### config.mk
export PLATFORM = sky130hd
export DESIGN_NAME = mem_arbiter
export DESIGN_NICKNAME = d
export VERILOG_FILES = /design/src/rtl/mem_arbiter.sv
export SDC_FILE = /design/constraint.sdc
export NUM_CORES = 1
export LEC_CHECK = 0
export ABC_AREA = 1
export CORE_MARGIN = 4
export CORE_UTILIZATION = 36
export CTS_BUF_LIST = sky130_fd_sc_hd__clkbuf_8
export DETAILED_ROUTE_END_ITERATION = 16
export PLACE_DENSITY = 0.85
export SETUP_SLACK_MARGIN = 0.5
export SYNTH_ARGS = -nofsm -noshare
export SYNTH_HDL_FRONTEND = slang
export SYNTH_SLANG_ARGS = --single-unit
### constraint.sdc
create_clock -name clk -period 1.6 [get_ports clk]
set_input_delay 0.16 -clock clk [delete_from_list [all_inputs] [get_ports clk]]
set_output_delay 0.16 -clock clk [all_outputs]
set_load 0.01 [all_outputs]
### src/rtl/mem_arbiter.sv
// mem_arbiter: shares the CHIP-8 data RAM port between the CPU data path (r0)
// and the sprite engine (r1). One requester owns the port per burst and the
// arbiter issues one byte access per cycle. A burst steps IDLE -> BURST ->
// DRAIN -> DONE -> IDLE.
//
// Optional feature macro: ROUND_ROBIN_EN
//   defined   : ties in IDLE go to the requester not granted most recently
//   undefined : fixed priority, r0 wins ties

module mem_arbiter #(
    parameter int ADDR_W = 12,
    parameter int LEN_W  = 4
) (
    input  logic              clk,
    input  logic              rst,
    input  logic              r0_req,
    input  logic              r0_we,
    input  logic [ADDR_W-1:0] r0_addr,
    input  logic [LEN_W-1:0]  r0_len,
    input  logic [7:0]        r0_wdata,
    output logic              r0_gnt,
    output logic              r0_wready,
    output logic [7:0]        r0_rdata,
    output logic              r0_rvalid,
    output logic              r0_done,
    input  logic              r1_req,
    input  logic              r1_we,
    input  logic [ADDR_W-1:0] r1_addr,
    input  logic [LEN_W-1:0]  r1_len,
    input  logic [7:0]        r1_wdata,
    output logic              r1_gnt,
    output logic              r1_wready,
    output logic [7:0]        r1_rdata,
    output logic              r1_rvalid,
    output logic              r1_done,
    output logic              mem_we,
    output logic [ADDR_W-1:0] mem_addr,
    output logic [7:0]        mem_wdata,
    input  logic [7:0]        mem_rdata
);

    typedef enum logic [1:0] {
        S_IDLE  = 2'd0,
        S_BURST = 2'd1,
        S_DRAIN = 2'd2,
        S_DONE  = 2'd3
    } state_t;

    state_t              r_state;
    state_t              w_next;
    logic                r_owner;    // 0 = r0, 1 = r1
    logic                r_we;
    logic [ADDR_W-1:0]   r_base;
    logic [LEN_W-1:0]    r_len;
    logic [LEN_W-1:0]    r_idx;
    logic                r_rd_pend;  // a read address went out last cycle

    logic                w_any;
    logic                w_sel;
    logic                w_sel_we;
    logic [ADDR_W-1:0]   w_sel_addr;
    logic [LEN_W-1:0]    w_sel_len;
    logic                w_burst;
    logic                w_gnt;
    logic                w_done;

    assign w_any = r0_req | r1_req;

`ifdef ROUND_ROBIN_EN
    logic r_last;  // requester granted most recently

    // Arbitration: a tie goes to whoever did not win last time
    always_comb begin
        w_sel = 1'b0;
        if (r0_req && r1_req) w_sel = ~r_last;
        else if (r1_req)      w_sel = 1'b1;
    end

    // Pointer follows every grant; reset makes r0 win the first tie
    always_ff @(posedge clk or posedge rst) begin
        if (rst)                           r_last <= 1'b1;
        else if (r_state == S_IDLE && w_any) r_last <= w_sel;
    end
`else
    // Arbitration: fixed priority, r0 wins every tie
    always_comb begin
        w_sel = ~r0_req;
    end
`endif

    // Mux the winning requester's burst descriptor
    always_comb begin
        w_sel_we   = w_sel ? r1_we   : r0_we;
        w_sel_addr = w_sel ? r1_addr : r0_addr;
        w_sel_len  = w_sel ? r1_len  : r0_len;
    end

    // State register
    always_ff @(posedge clk or posedge rst) begin
        if (rst) r_state <= S_IDLE;
        else     r_state <= w_next;
    end

    // Next-state logic and state-decoded strobes
    always_comb begin
        w_next  = r_state;
        w_burst = 1'b0;
        w_gnt   = 1'b1;
        w_done  = 1'b0;
        case (r_state)
            S_IDLE: begin
                w_gnt = 1'b0;
                if (w_any) w_next = (w_sel_len != '0) ? S_BURST : S_DONE;
            end
            S_BURST: begin
                w_burst = 1'b1;
                if (r_idx == r_len - LEN_W'(1)) w_next = S_DRAIN;
            end
            S_DRAIN: w_next = S_DONE;
            S_DONE: begin
                w_done = 1'b1;
                w_next = S_IDLE;
            end
            default: w_next = S_IDLE;
        endcase
    end

    // Burst descriptor capture at grant, byte index, read-return tracking
    always_ff @(posedge clk or posedge rst) begin
        if (rst) begin
            r_owner   <= 1'b0;
            r_we      <= 1'b0;
            r_base    <= '0;
            r_len     <= '0;
            r_idx     <= '0;
            r_rd_pend <= 1'b0;
        end else begin
            r_rd_pend <= w_burst & ~r_we;
            if (r_state == S_IDLE && w_any) begin
                r_owner <= w_sel;
                r_we    <= w_sel_we;
                r_base  <= w_sel_addr;
                r_len   <= w_sel_len;
                r_idx   <= '0;
            end else if (w_burst) begin
                r_idx   <= r_idx + LEN_W'(1);
            end
        end
    end

    // RAM port: driven only during BURST, address wraps at the top of RAM
    assign mem_we    = w_burst & r_we;
    assign mem_addr  = w_burst ? (r_base + ADDR_W'(r_idx)) : '0;
    assign mem_wdata = mem_we ? (r_owner ? r1_wdata : r0_wdata) : 8'h00;

    // Requester-side strobes, gated to the owner
    assign r0_gnt    = w_gnt & ~r_owner;
    assign r1_gnt    = w_gnt &  r_owner;
    assign r0_wready = mem_we & ~r_owner;
    assign r1_wready = mem_we &  r_owner;
    assign r0_rvalid = r_rd_pend & ~r_owner;
    assign r1_rvalid = r_rd_pend &  r_owner;
    assign r0_rdata  = r0_rvalid ? mem_rdata : 8'h00;
    assign r1_rdata  = r1_rvalid ? mem_rdata : 8'h00;
    assign r0_done   = w_done & ~r_owner;
    assign r1_done   = w_done &  r_owner;

endmodule

### Word level (Yosys, flattened, before mapping)

Index checks and enable logic that the tools add are counted.

| operators by class | value |
|---|---|
| add/subtract/negate cells | 3 |
| equal/unequal tests | 6 |
| multiplexer cells | 17 |
| bitwise gates (word level) | 14 |
| reductions and logical operators | 5 |

Operator list:

| cell | number |
|---|---|
| 8-bit 2-to-1 mux | 4 |
| 12-bit 2-to-1 mux | 2 |
| 12-bit by 4-bit adder with 12-bit output | 1 |
| 4-bit 2-to-1 mux | 3 |
| 1-bit bitwise AND | 10 |
| 2-bit case mux with 4 select lines | 1 |
| 2-bit 2-to-1 mux | 3 |
| 4-bit by 1-bit adder with 4-bit output (second input constant) | 1 |
| 2-bit equality test (second input constant) | 2 |
| 4-bit equality test | 1 |
| 1-bit 2-to-1 mux | 4 |
| 2-bit inequality test (second input constant) | 2 |
| 4-bit nonzero test | 1 |
| 4-bit by 1-bit subtractor with 4-bit output (second input constant) | 1 |
| 1-bit inverter | 3 |
| 2-bit by 1-bit equality test with 1-bit output (second input constant) | 1 |
| 2-bit zero test | 1 |
| 2-bit AND reduction | 1 |
| 2-bit nonzero test | 1 |
| 1-bit logical AND | 1 |
| 1-bit OR | 1 |

| storage, ports and cells | value |
|---|---|
| register bits | 25 |
| input bits | 62 |
| output and inout port bits | 45 |

### Longest topological paths before layout

Gate-level depths: netlist of the first run.

| logic depth | value |
|---|---|
| word-level depth | 5 |
| gate-level depth with buffers | 12 |

### Least setup slack after synthesis of the first run

OpenSTA, ideal clock, no wires.

| path | value |
|---|---|
| path type | flip-flop to output port |
| start | register r_idx[0] |
| end | output mem_addr[10] |
| arrival time | 1.553 ns |
| setup slack | -0.113 ns |
| cell stages (with the launch flop) | 8 |
| path through | dfrtp_1 > ha_1 > fa_1 > nand3_1 > nand2_1 > nand2_1 > o21ai_0 > a21oi_1 |

| on the way | value |
|---|---|
| longest elaborated chain between the ends | 2 |

RTL lines:

| element | line | source |
|---|---|---|
| from (decl) | 55 | `logic [LEN_W-1:0] r_idx;` |
| from (signal assigned) | 146 | `r_idx <= r_idx + LEN_W'(1);` |
| 12-bit by 4-bit adder with 12-bit output | 153 | `assign mem_addr = w_burst ? (r_base + ADDR_W'(r_idx)) : '0;` |
| 12-bit 2-to-1 mux | 153 |  |
| to (decl) | 37 | `output logic [ADDR_W-1:0] mem_addr,` |

Every way passes these cells.

### Worst setup path after layout of the first run

Same ends and word-level chain as after synthesis.

==> metrics.yaml, run 1 <==
status:
  outcome: "finished with violations"
  failed_checks: "setup timing"
synth:
  ys_types: 23
  synth_warnings: 0
  seq_area_frac_synth: 0.3236
  syn_inst: 297
  async_reset_ff_frac: 1.000
  synth_enable_flop_cells: 0
  synth_top_cell_by_area: "dfrtp_1"
  synth.avg_cell_area_um2: 6.509
  synth_ff_type: "dfrtp_1"
  synth.net_count: 370
  yosys-top-cells-area: "dfrtp_1 32%, nand2_1 18%, nor2_1 10%, inv_1 7.6%, ha_1 6.5%"
  synthesis.area_um2: 1933
  synth-seq-cells: 25
  synth_top_area_frac: 0.3236
floorplan:
  die_w_um: 81.28
  rows: 26
  coreArea_um2: 5172
  die_h_um: 81.28
  io_pins: 107
  dieArea_um2: 6606
  start_util: 0.3737
sta:
  relSlewSlack: 0.7773
  tightest_slew_ns: 0.3340
  post-route-min-period_ns: 2.170
  worst_slack_ns: -0.5703
  final-hold-violation-count: 0
  rsz0062_at_grt: "true"
  timing.final.crit_share: 1.356
  setup_violations: 47
  slew_viol_final: 0
  max_freq_mhz: 460.8
  clock_skew_ns: 0.01167
  fin_tns_setup_ns: -9.513
cts:
  clk_pin_slew_worst_paths_ns: 0.11
  cts_tree: "done"
  cts.path.max_buffers: 2
  cts-root-buf: "clkbuf_8"
  h-tree-depth: 1
  cts_buffers: 3
  cts_sinks: 25
  clk_latency_ns: 0.29
setup_path:
  worstSetupPathType: "flip-flop to output pin"
  crit_buf_inv: 1
  critPathSlowestCell: "dfrtp_1"
  crit_arrival_ns: 2.01
  worstReg2RegStart: "r_state[0]"
  endpoint_kind: "output pin"
  cp_cell_sequence: "ha_2, fa_2, nand3_2, nand2_2, nand2_4, nor2_4, a21oi_2, a21oi_2, buf_2"
  worst_setup_path_start_kind: "flip-flop"
  crit_family: "adder cells"
  r2r_slack_ns: -0.21
  cp_slowest_stage_delay_ns: 0.43
  crit_fanout: 3
  r2r-end: "r_base[8]"
  r2r_cells: 11
  crit_required_ns: 1.44
  cp_common_cell: "a21oi_2"
  crit_path_start: "r_idx[0]"
hold_path:
  hold_path_class: "input port to async pin"
cells_and_area:
  drive_above_1_share: 0.5052
  layout_common_cells: "69 x nand2_1, 61 x clkdlybuf4s50_1, 47 x buf_6"
  nNetsFinal: 557
  num_antenna_cells: 0
  syn_to_final_growth_pct: 123.1
  final_common_cell: "nand2_1"
job:
  max-cap-violations: 0
power_and_ir_drop:
  vdd_drop_max_mv: 0.9928
  leakagePower_nw: 2.099
  power_mw: 8.040
  power.density_nw_per_um2: 1864
global_route:
  grt_pass1_wl_um: 11790
  grt_pass1_vias: 2673
  grt-ovfl-total: 0
  grt_max_degree: 27
  antenna_found_initial: 0
  track_usage: 0.2284
route:
  drtPass1Iterations: 5
  dr_total_vias: 3046
  wl_um: 10640
  wl_per_cell_um: 19.24
  drt-initial-drc-count: 165
  drc: 0
  final_antenna_net_count: 0
  routed_via_density: 5.508
place:
  dp_hpwl_um: 5309
  gp_congestion: 0.9762
  io_buffers: 106
  dp_slack_ns: -0.4961
==> cells by family after synthesis <==
group / count (synthesis) / synth area share
simple gates: 162 / 0.3320
compound gates: 50 / 0.1586
buf+inv: 48 / 0.1061
flops: 25 / 0.3236
fa+ha+maj: 11 / 0.07508
xor+xnor: 1 / 0.004532
==> how the worst max path moves through the flow <==
stage / endpoint / slack (ns) / depth (start not counted)
after floorplan: mem_addr[10] / 0.06 / 8
after global placement: mem_addr[10] / -0.46 / 8
after detailed placement: mem_addr[10] / -0.50 / 8
after CTS: mem_addr[8] / -0.41 / 9
after global routing: mem_addr[11] / -0.65 / 7
final: mem_addr[10] / -0.57 / 9
==> synth_stat cells (2+ instances only) <==
| cell | count |
|---|---|
| a22o_1 | 8 |
| dfrtp_1 | 25 |
| a31oi_1 | 15 |
| nand2_1 | 92 |
| nor2_1 | 53 |
| buf_6 | 2 |
| o21ai_0 | 11 |
| a21oi_1 | 13 |
| buf_2 | 5 |
| nand3_1 | 11 |
| inv_1 | 39 |
| ha_1 | 10 |
| nor2_2 | 2 |
| o21ai_2 | 2 |
==> repair_timing <==
| item | in CTS | in global routing |
|---|---|---|
| setup buffers | 25 | 20 |
| resized for setup | 248 | 113 |
| pin swaps | 25 | 34 |
| cloned | 3 | 2 |
| endpoints found under the setup margin | 70 | 70 |
| hold buffers | 0 | 0 |
==> area by class of cell <==
cell class | instances | area (um2)
Timing Repair Buffer | 187 | 1730
Multi-Input combinational cell | 227 | 1652
Fill cell | 267 | 859.6
Sequential cell | 25 | 629.4
Inverter | 40 | 165.2
Tap cell | 70 | 87.58
Clock buffer | 3 | 41.29
Clock inverter | 1 | 7.507
==> sequential cells by signal (all words and copies together), names as in the netlist <==
register   flops
r_idx          4
r_we           1
r_owner        1
r_rd_pend      1
r_base        12
r_len          4
r_state        2
==> power by group <==
| part | internal, mW | total [mW] | switching, mW |
|---|---|---|---|
| sequential | 0.926 | 1.31 | 0.385 |
| combinational | 3.13 | 6.31 | 3.18 |
| clock | 0.178 | 0.421 | 0.243 |
==> worst register-to-register path, stage by stage, from the launching register on <==
cell and delay, ns:
dfrtp_1 0.43, buf_6 0.13, buf_6 0.11, buf_6 0.11, inv_4 0.06, ha_4 0.15, buf_6 0.13, o21ai_4 0.07
inv_4 0.12, clkbuf_16 0.18, nor2_2 0.03, a31oi_1 0.20
==> routing by layer <==
metal	global-route usage	vias up	part of all wire
met1	0.2435	1404	0.33
met3	0.05432	85	0.10
met2	0.4226	230	0.50
met4	0.09966	0	0.071
li1	-	1327	-
met5	0	-	0
==> metrics by stage <==
step / utilization / instances / area, um2 / hold slack (ns)
after global placement: 0.6613 / 499 / 3421 / 0.5227
after floorplan: - / 297 / 2066 / 0.1873
final: 0.8338 / 553 / 4313 / 0.2087
after detailed placement: 0.6613 / 499 / 3421 / 0.5348
after CTS: 0.7213 / 531 / 3731 / 0.2289
after global routing: 0.8338 / 553 / 4313 / 0.2435
No activity file was read; power rests on OpenSTA's default activity.
==> run 2, diff against run 1 <==
--- a/config.mk
+++ b/config.mk
@@ -6,9 +6,11 @@
 export NUM_CORES = 1
 export LEC_CHECK = 0
 export ABC_AREA = 1
+export CORE_ASPECT_RATIO = 0.8
 export CORE_MARGIN = 4
 export CORE_UTILIZATION = 36
 export CTS_BUF_LIST = sky130_fd_sc_hd__clkbuf_8
+export CTS_CLUSTER_DIAMETER = 150
 export DETAILED_ROUTE_END_ITERATION = 16
 export PLACE_DENSITY = 0.85
 export SETUP_SLACK_MARGIN = 0.5
==> run 2 against run 1 <==
Net effect: the flow still finishes with violations (setup timing); clock power barely moved; first-iteration DRC count is 62% higher; critical path depth stayed put; setup slack lost 0.017 ns; utilization is 4.9 points higher; register-to-register slack worse by 0.10 ns; combinational power up 10%; highest routed layer unchanged; cell area up 4.3%; cell count decreased by 0.54%.
==> metrics.yaml, run 2 (same netlist as run 1, synthesis figures left out) <==
setup_path:
  crit_arrival_ns: 2.03  # was 2.01 ns
  endpoint_kind: "output pin"  # unchanged
  crit_buf_inv: 1  # unchanged
  cp_cell_sequence: "ha_2, fa_2, nand3_2, nand2_2, nand2_4, nor2_4, a21oi_2, a21oi_2, buf_2"  # unchanged
  crit_fanout: 3  # unchanged
  cp_slowest_stage_delay_ns: 0.44  # was 0.43 ns
  cp_common_cell: "a21oi_2"  # unchanged
  worst_setup_path_start_kind: "flip-flop"  # unchanged
  worstSetupPathType: "flip-flop to output pin"  # unchanged
  r2r_cells: 13  # was 11
  cp.depth: 9  # unchanged
  crit_family: "adder cells"  # unchanged
  crit_required_ns: 1.44  # about the same
  critPathSlowestCell: "dfrtp_1"  # unchanged
route:
  wl_um: 10900  # was 10640 um
  routed_via_density: 5.591  # was 5.508
  final_antenna_net_count: 0  # unchanged
  drc: 0  # unchanged
  dr_total_vias: 3075  # was 3046
  wl_per_cell_um: 19.82  # was 19.24 um
  drtPass1Iterations: 5  # unchanged
  drt-initial-drc-count: 267  # was 165
global_route:
  grt_pass1_wl_um: 13190  # was 11790 um
  track_usage: 0.2481  # was 0.2284
  grt_max_degree: 26  # was 27
  grt_pass1_vias: 2795  # was 2673
  grt-ovfl-total: 0  # unchanged
  antenna_found_initial: 0  # unchanged
cells_and_area:
  seqCellArea_um2: 628.1  # was 629.4 um2
  final_area_um2: 4497  # was 4313 um2
  multi_input_area_um2: 1703  # was 1652 um2
  regMostFlops: "r_base"  # unchanged
  final_common_cell: "nand2_1"  # unchanged
  num_antenna_cells: 0  # unchanged
  fill_cells: 217  # was 267
  drive_above_1_share: 0.5102  # was 0.5052
  largest_reg_flops: 12  # unchanged
  biggestRegsByFlops: "r_base x12, r_idx x4, r_len x4"  # unchanged
  syn_to_final_growth_pct: 132.6  # was 123.1%
  final_util: 0.8828  # was 0.8338
  layout_common_cells: "69 x nand2_1, 61 x clkdlybuf4s50_1, 54 x buf_6"  # was 69 x nand2_1, 61 x clkdlybuf4s50_1, 47 x buf_6
  nNetsFinal: 562  # was 557
sta:
  relSlewSlack: 0.7683  # was 0.7773
  final-hold-violation-count: 0  # unchanged
  timing.final.crit_share: 1.367  # was 1.356
  max_freq_mhz: 457.3  # was 460.8 MHz
  tightest_slew_ns: 0.3475  # was 0.3340 ns
  fin_tns_setup_ns: -13.93  # was -9.513 ns
  rsz0062_at_grt: "true"  # unchanged
  worst_slack_ns: -0.5869  # was -0.5703 ns
  setup_violations: 56  # was 47
  clock_skew_ns: 0.004649  # was 0.01167 ns
  post-route-min-period_ns: 2.187  # was 2.170 ns
  slew_viol_final: 0  # unchanged
floorplan:
  io_pins: 107  # unchanged
  rows: 23  # was 26
  coreArea_um2: 5094  # was 5172 um2
  die_h_um: 73.54  # was 81.28 um
  dieArea_um2: 6613  # was 6606 um2
  start_util: 0.3795  # was 0.3737
  die_w_um: 89.93  # was 81.28 um
cts:
  cts_buffers: 3  # unchanged
  cts-root-buf: "clkbuf_8"  # unchanged
  clk_pin_slew_worst_paths_ns: 0.10  # was 0.11 ns
  cts_tree: "done"  # unchanged
  h-tree-depth: 1  # unchanged
  cts.path.max_buffers: 2  # unchanged
  clk_latency_ns: 0.29  # about the same
  cts_hold_buf: 0  # unchanged
  cts_sinks: 25  # unchanged
place:
  gp_congestion: 0.9583  # was 0.9762
  dp_hpwl_um: 5465  # was 5309 um
  placed_area_um2: 3426  # was 3421 um2
  io_buffers: 106  # unchanged
  dp_slack_ns: -0.4973  # was -0.4961 ns
power_and_ir_drop:
  leakagePower_nw: 2.159  # was 2.099 nW
  power_mw: 8.632  # was 8.040 mW
  power.density_nw_per_um2: 1920  # was 1864 nW/um2
  vdd_drop_max_mv: 0.9016  # was 0.9928 mV
status:
  failed_checks: "setup timing"  # unchanged
  outcome: "finished with violations"  # unchanged
job:
  max-cap-violations: 0  # unchanged
hold_path:
  hold_path_class: "input port to async pin"  # unchanged
==> run 2: changes by cell type in the layout (fill, tap and decap cells not counted), moves of 2 or more <==
cell / change
buf_6: +7
nor2_2: -6
buf_4: -5
nor2_1: +4
a31oi_1: -3
buf_12: +3
a21oi_1: -2
a21oi_2: +2
a31oi_4: +2
buf_2: -2
inv_2: -2
inv_8: +2
==> run 2: path summary, 6_finish.rpt <==
path,start,end,slack [ns]
setup reg to reg,r_state[0],r_idx[1],-0.31
setup / recovery,r_idx[0],mem_addr[10],-0.59
max in group asynchronous,rst,r_owner,1.06
min in group clk,r0_we,r_we,0.43
hold reg to reg,r_len[1],r_len[1],0.56
hold / removal,rst,r_rd_pend,0.26
==> run 2: metrics by stage <==
stage	instances	hold WS, ns
after floorplan	297	0.1873
after global placement	493	0.5229
after detailed placement	493	0.5420
after CTS	534	0.2372
after global routing	550	0.2927
final	550	0.2550
==> run 2: repair_timing <==
action | in CTS | in global routing
setup buffers | 34 | 12
endpoints found under the setup margin | 70 | 70
pin swaps | 26 | 24
resized for setup | 278 | 102
gates cloned | 3 | 4
==> run 2: tightest hold or removal path, delay by kind of cell <==
| kind | cells | cell delay (ns) |
|---|---|---|
| buffers and inverters | 3 | 0.79 |
==> run 2: cell type report <==
cell class	count	share of cell area
Sequential cell	25	0.1397
Inverter	40	0.03951
Clock inverter	1	0.001669
Tap cell	62	0.01725
Timing Repair Buffer	192	0.4140
Multi-Input combinational cell	227	0.3787
Clock buffer	3	0.009182
==> run 2: routing by layer <==
metal  vias to the layer above  part of all wire  track usage
met5                         -                 0            0
met4                         0             0.071       0.1104
met3                        76             0.098      0.05322
met2                       264              0.47       0.4567
met1                      1399              0.36       0.2822
li1                       1336                 -            -
==> run 2: power by group <==
group	internal, mW	switching [mW]
logic	3.50	3.44
registers	0.923	0.341
clock network	0.178	0.244
